`config.mk`:
```
export PLATFORM = sky130hd
export DESIGN_NAME = shift_arbiter
export DESIGN_NICKNAME = d
export VERILOG_FILES = /design/src/rtl/shift_arbiter.sv
export SDC_FILE = /design/constraint.sdc
export NUM_CORES = 1
export LEC_CHECK = 0
export CAP_MARGIN = 25
export CELL_PAD_IN_SITES_DETAIL_PLACEMENT = 0
export CELL_PAD_IN_SITES_GLOBAL_PLACEMENT = 1
export CORE_MARGIN = 8
export CORE_UTILIZATION = 32
export DETAILED_ROUTE_END_ITERATION = 12
export PLACE_DENSITY = 0.88
export SLEW_MARGIN = 20
export SYNTH_ARGS = -nofsm -noshare
export SYNTH_HDL_FRONTEND = slang
export SYNTH_SLANG_ARGS = --single-unit
```
`constraint.sdc`:
```
create_clock -name clk -period 3.2 [get_ports clk]
set_input_delay 0.64 -clock clk [delete_from_list [all_inputs] [get_ports clk]]
set_output_delay 0.64 -clock clk [all_outputs]
set_load 0.02 [all_outputs]
```
`src/rtl/shift_arbiter.sv`:
```
// Round-robin arbiter sharing one SLL/SRL/SRA shifter between NUM_REQ requesters.
// Results land in a single registered slot that drains over a valid/ready port.
module shift_arbiter #(
    parameter int SHAMT_WIDTH = 5,
    parameter int NUM_REQ     = 4,
    localparam int W          = 2 ** SHAMT_WIDTH,
    localparam int IDW        = $clog2(NUM_REQ)
) (
    input  logic                           clk,
    input  logic                           reset,
    input  logic [NUM_REQ-1:0]             req_valid,
    output logic [NUM_REQ-1:0]             req_ready,
    input  logic [NUM_REQ*W-1:0]           req_val,
    input  logic [NUM_REQ*SHAMT_WIDTH-1:0] req_shamt,
    input  logic [NUM_REQ*2-1:0]           req_op,
    output logic                           rsp_valid,
    input  logic                           rsp_ready,
    output logic [W-1:0]                   rsp_data,
    output logic [IDW-1:0]                 rsp_id,
    output logic                           rsp_err
);

    localparam logic [1:0] OP_SLL = 2'b00;
    localparam logic [1:0] OP_SRL = 2'b01;
    localparam logic [1:0] OP_SRA = 2'b10;

    // Illegal op passes the operand through untouched; the error flag marks it.
    function automatic logic [W-1:0] do_shift(
        input logic [W-1:0]           v,
        input logic [SHAMT_WIDTH-1:0] s,
        input logic [1:0]             op
    );
        case (op)
            OP_SLL:  do_shift = v << s;
            OP_SRL:  do_shift = v >> s;
            OP_SRA:  do_shift = W'($signed(v) >>> s);
            default: do_shift = v;
        endcase
    endfunction

    logic                   rsp_valid_r;
    logic [W-1:0]           rsp_data_r;
    logic [IDW-1:0]         rsp_id_r;
    logic                   rsp_err_r;
    logic [IDW-1:0]         ptr_r;

    logic                   slot_free_s;
    logic                   found_s;
    logic [IDW-1:0]         gid_s;
    logic [NUM_REQ-1:0]     grant_s;
    logic [W-1:0]           g_val_s;
    logic [SHAMT_WIDTH-1:0] g_shamt_s;
    logic [1:0]             g_op_s;
    int                     idx_s;

    assign slot_free_s = !rsp_valid_r || rsp_ready;

    // Round-robin search starting at ptr_r, only while the slot can take a result.
    always_comb begin
        found_s = 1'b0;
        gid_s   = '0;
        idx_s   = 0;
        if (slot_free_s) begin
            for (int k = 0; k < NUM_REQ; k++) begin
                idx_s = (int'(ptr_r) + k) % NUM_REQ;
                if (!found_s && req_valid[idx_s]) begin
                    found_s = 1'b1;
                    gid_s   = IDW'(idx_s);
                end else begin
                    found_s = found_s;
                end
            end
        end else begin
            found_s = 1'b0;
        end
    end

    // One-hot ready for the winner and operand mux feeding the shared shifter.
    always_comb begin
        grant_s = '0;
        if (found_s) begin
            grant_s[gid_s] = 1'b1;
        end else begin
            grant_s = '0;
        end
        g_val_s   = req_val[int'(gid_s)*W +: W];
        g_shamt_s = req_shamt[int'(gid_s)*SHAMT_WIDTH +: SHAMT_WIDTH];
        g_op_s    = req_op[int'(gid_s)*2 +: 2];
    end

    assign req_ready = grant_s;

    // Output slot and RR pointer; a grant wins over a plain drain so throughput stays at one per cycle.
    always_ff @(posedge clk or posedge reset) begin
        if (reset) begin
            rsp_valid_r <= 1'b0;
            rsp_data_r  <= '0;
            rsp_id_r    <= '0;
            rsp_err_r   <= 1'b0;
            ptr_r       <= '0;
        end else if (found_s) begin
            rsp_valid_r <= 1'b1;
            rsp_data_r  <= do_shift(g_val_s, g_shamt_s, g_op_s);
            rsp_id_r    <= gid_s;
            rsp_err_r   <= (g_op_s == 2'b11);
            ptr_r       <= (gid_s == IDW'(NUM_REQ - 1)) ? '0 : gid_s + IDW'(1);
        end else if (rsp_ready) begin
            rsp_valid_r <= 1'b0;
        end
    end

    assign rsp_valid = rsp_valid_r;
    assign rsp_data  = rsp_data_r;
    assign rsp_id    = rsp_id_r;
    assign rsp_err   = rsp_err_r;

endmodule

```
* Yosys cells after proc, flatten, opt, wreduce, memory -nomap -nowiden *
Cells that the tools add are included.
W data, S select, Z words.

word-level totals
  register bits after elaboration = 38
  input bits = 163
  output and inout port bits = 40

cells by class
  $add $sub $neg = 4
  multiply operators = 1
  order comparisons = 6
  eq/ne operators = 4
  shifts and indexed selects = 6
  multiplexer cells = 31
  bitwise operators = 3
  reductions and logical operators = 14

operators with widths
  operator               number
  $shiftx A128 B8 Y32    1
  $pmux W32 S3           1
  $shl A32 B5 Y32        1
  $shr A32 B5 Y32        1
  $sshr A32 B5 Y32       1
  $shiftx A20 B6 Y5      1
  $mux W1                18
  $lt A3 B4 Y1 const B   3
  $mux W2                6
  $bmux W1 S2            4
  $shiftx A8 B4 Y2       1
  $eq A2 B2 Y1 const B   3
  $lt A2 B3 Y1 const B   2
  $reduce_or A2 Y1       3
  $mul A2 B3 Y5 const B  1
  $add A2 B1 Y2 const B  2
  $add A2 B2 Y2 const B  2
  $logic_and A1 B1 Y1    4
  $logic_not A1 Y1       4
  $mux W4                1
  $and A1 B1 Y1 const A  3
  $demux W1 S2           1
  $eq A2 B1 Y1 const B   1
  $ge A2 B1 Y1 const B   1
  3 further kinds        3

* Logic depth before layout (Yosys ltp) *
  depth in word-level cells = 22
  depth in mapped cells = 18
  depth with buffers taken out = 12

* Least setup slack after synthesis *
OpenSTA, ideal clock, no wires.

  kind = input port to flip-flop
  start = in req_valid[0]
  end = reg rsp_data_r[12] (netlist: rsp_data[12])
  library setup time = 0.126 ns
  arrival = 3.739 ns
  required time = 3.074 ns
  path slack = -0.665 ns
  cell stages on the path = 17
  buffers on the path = 5
  cells stage by stage = buf_2 or4_1 buf_2 o311a_2 o21a_1 buf_6 inv_4 mux4_2 buf_4 buf_6 mux2i_1 mux2i_1 mux2i_1 nor2_1 a31oi_1 nand3_1 a221o_1

on the way
  word-level cells in the longest chain between the ends = 20
  elaborated cells between the ends (all ways) = 41
  classes of those cells = mul: 1; eq/ne: 2; shift: 6; mux: 25; reduce/logical: 7

ends and longest elaborated chain
  element                                         RTL line  source
  from (decl)                                     11        input logic [NUM_REQ-1:0] req_valid,
  $bmux W1 S2                                     66        if (!found_s && req_valid[idx_s]) begin
  $mux W1 (not written as such)                   66
  $mux W1                                         66
  $mux W1                                         63        if (slot_free_s) begin
  $logic_not A1 Y1                                66
  $logic_and A1 B1 Y1                             66
  $mux W1                                         66
  $mux W1                                         63
  (+4 left out)                                   n/a
  $logic_not A1 Y1                                66
  $logic_and A1 B1 Y1                             66
  $mux W2                                         66
  $mux W2                                         63
  $mul A2 B3 Y5                                   87        g_shamt_s = req_shamt[int'(gid_s)*SHAMT_WIDTH +: SHAMT_WIDTH];
  $shiftx A20 B6 Y5                               87
  $sshr A32 B5 Y32, or another cell as far along  36        OP_SRA: do_shift = W'($signed(v) >>> s);
  $pmux W32 S3                                    33        case (op)
  to (signal assigned)                            103       rsp_data_r <= do_shift(g_val_s, g_shamt_s, g_op_s);
  to (decl)                                       42        logic [W-1:0] rsp_data_r;

Parallel ways exist; a longest one is shown, timed or not. The select of a mux whose other input is x is not followed.
A chain may end at the register's enable or synchronous reset.

* Worst setup path after layout *
  start = in req_valid[3]
  end = reg rsp_data_r[25] (netlist: rsp_data[25])

Same word-level chain as after synthesis.

==> impl_metrics.ini <==
[outcome]
status = complete, but fails checks
violations = setup timing

[route]
first_iter_violations = 1538
ant_nets = 0
drcViolationCount = 0
routed_wl_um = 50300
dr.pass1.iters = 5
routedWlPerCell_um = 26.4
via_per_inst = 6.18
dr_total_vias = 11800

[die]
die_w_um = 169
start_util_pct = 32.3
die_h_um = 169
row_count = 56
coreArea_um2 = 23300
ios = 203
dieArea_um2 = 28600

[clock_network]
clkTransAtPathRegs_ns = 0.07
cts_hold_buf = 0
cts_buffers = 5
clockRootBuffer = clkbuf_16
cts-htree-levels = 2
cts_tree = built
clkLatencyLatePin_ns = 0.30
clockBufferDepth = 2
clock-sinks = 38

[synth]
synth_xor_area_share_pct = 0.117
synth_simple_gate_area_share_pct = 19.1
synth_fa_ha_area_share_pct = 0.667
netlist_top_cells_count = nand2_1, mux2i_1, a21oi_1, nor2_1, o211ai_1
yosysWarnings = 0
netlist_area_um2 = 7510
syn_nets = 1198
synth-seq-cells = 38
netlist_instances = 1031
synth_top_family_by_area = compound AO/OA/AOI/OAI gates
ys_seq_area_share_pct = 12.7
ys_types = 81
yosysMostFrequentCell = nand2_1
avgSynthCellArea_um2 = 7.28
synth_top_area_share_pct = 14.1
synth.largest_area_cell = mux2i_1
synth_mux_area_share_pct = 22.9
ys.flop_type = dfrtp_1
synth_compound_area_share_pct = 35.3
synth_edf_count = 0
synth.area.top_cells = mux2i_1, dfrtp_1, nand2_1
async_flop_share_pct = 100

[global_routing]
grt_overflow = 0
grt_pass1_vias = 11800
grt_start_max_net_pins = 39
antenna_found_initial = 0
grt_pass1_wl_um = 72800
grt_usage_pct = 33.4

[finish]
regArea_um2 = 951
layout.nets = 1755
drive_gt1_share_pct = 45.1
multi_input_area_um2 = 7200
num_antenna_cells = 0
syn2layout_area_growth_pct = 98.2
fillCellCount = 1940
stdcell_count = 1908

[worst_setup_path]
rr_worst_depth = 18
cp_cell_sequence = buf_6, or4_4, o311a_4, o21a_4, buf_12, buf_8, buf_12, buf_12, mux4_2, buf_6, mux2i_1, buf_4, nand2_1, nand3_1, o21ai_1, nand3_1, o31ai_1, o31a_1
path_common_cell = buf_12
endpoint_kind = flop
cpPeakStageDelay_ns = 0.53
rr_startpoint = ptr_r[0]
worstSetupStartpointType = input pin
startpoint = req_valid[3]
cp.depth = 18
crit_family = buffers and inverters
critPathBufInv = 7
crit_arrival_ns = 3.97
worstSetupPathType = input pin to flop
r2r_slack_ns = -0.47
endpoint = rsp_data[25]
worstPathRequired_ns = 3.39
slowest_stage = or4_4
r2r-end = rsp_data[23]
worstPathMaxFanout = 4

[place]
placedCellCount = 1817
gp_congestion = 1.01
numPortBuffers = 202
dp_hpwl_um = 37900

[timing]
setup_viol = 32
skew_ns = 0.00477
fmax_ghz = 0.265
post-route-min-period_ns = 3.78
fin_setup_tns_ns = -16.50
fin_ws_ns = -0.578
period_share_pct = 118
worst_slew_pin_slew_ns = 0.637
maxSlewViolCount = 0
slew_headroom_pct = 56.3
hold_viol = 0
grt_setup_unrepaired = true

[pwr]
powerDensity_nw_per_um2 = 993
p_leak_nw = 6.23
ir_drop_mv = 0.363

[worst_hold_path]
hold_class = flop to flop

[flow_run]
drv_cap = 0
==> state kept, by name, indices dropped and copies added, names as in the netlist <==
name / count
rsp_data: 32
ptr_r: 2
rsp_id: 2
rsp_err: 1
rsp_valid: 1
==> metal layers <==
| layer | vias up | GRT usage [%] | routed length (µm) |
|---|---|---|---|
| met5 | - | 0 | 0 |
| met4 | 0 | 23.6 | 3640 |
| met3 | 234 | 7.28 | 5220 |
| met2 | 896 | 53.7 | 22900 |
| met1 | 5614 | 39.1 | 18600 |
| li1 | 5049 | - | - |
==> per-stage QoR <==
stage	total power, mW	utilization, %	worst slack, ns	hold WS (ns)	area [µm²]
after floorplan	5.78	-	-0.565	0.590	7750
after global placement	11.0	53.6	-1.26	0.460	12500
after detailed placement	11.0	53.6	-1.27	0.466	12500
after CTS	13.5	61.3	-0.505	0.481	14300
after global routing	15.2	64.0	-0.720	0.489	14900
final	14.8	64.0	-0.578	0.478	14900
==> where the power goes <==
part / internal (mW) / switching [mW] / total [mW]
clock network: 0.370 / 0.249 / 0.619
logic: 6.21 / 7.08 / 13.3
registers: 0.698 / 0.170 / 0.868
total: 7.27 / 7.50 / 14.8
==> kinds of logic after synthesis <==
family,count (synthesis)
xor+xnor,1
fa+ha+maj,4
flops,38
mux,143
simple gates,326
buf+inv,134
compound gates,385
==> cell usage in the layout, fill, tap and decap left out, types with 23 or more instances in the layout <==
cell type and n:
buf_4 361, inv_1 37, dfrtp_1 38, buf_12 23, nor2_1 71, a21oi_1 59, nand3_1 33, o21ai_1 25
buf_6 46, nand2_1 125, o21ai_2 25, mux2i_2 31, mux2i_4 23, mux2i_1 56, o211ai_1 68, clkdlybuf4s50_1 193
==> worst min path at each step <==
stage	startpoint	endpoint	depth (start not counted)
final	rsp_id[0]	rsp_id[0]	2
after global routing	rsp_id[0]	rsp_id[0]	2
after CTS	rsp_id[0]	rsp_id[0]	2
after detailed placement	rsp_id[0]	rsp_id[0]	2
after global placement	rsp_id[0]	rsp_id[0]	2
after floorplan	rsp_id[0]	rsp_id[0]	2
==> worst min-delay path: stages (launching register included) <==
cell and delay, ns:
dfrtp_1 0.35, nand2_1 0.05, nand2_1 0.05
==> cell type report <==
type	instances	area share [%]
tap	319	2.68
timing repair buffer	644	40.3
inverter	40	1.08
clock buffer	6	0.866
multi-input combinational	859	48.4
sequential	38	6.39
clock inverter	2	0.252
==> repair_timing <==
item	in CTS	in global routing
buffers inserted	57	25
endpoints found under the hold margin	0	0
endpoints found under the setup margin	37	36
pin swaps	50	55
resized for setup	224	111
cloned	8	2
No activity file was read; power rests on OpenSTA's default activity.
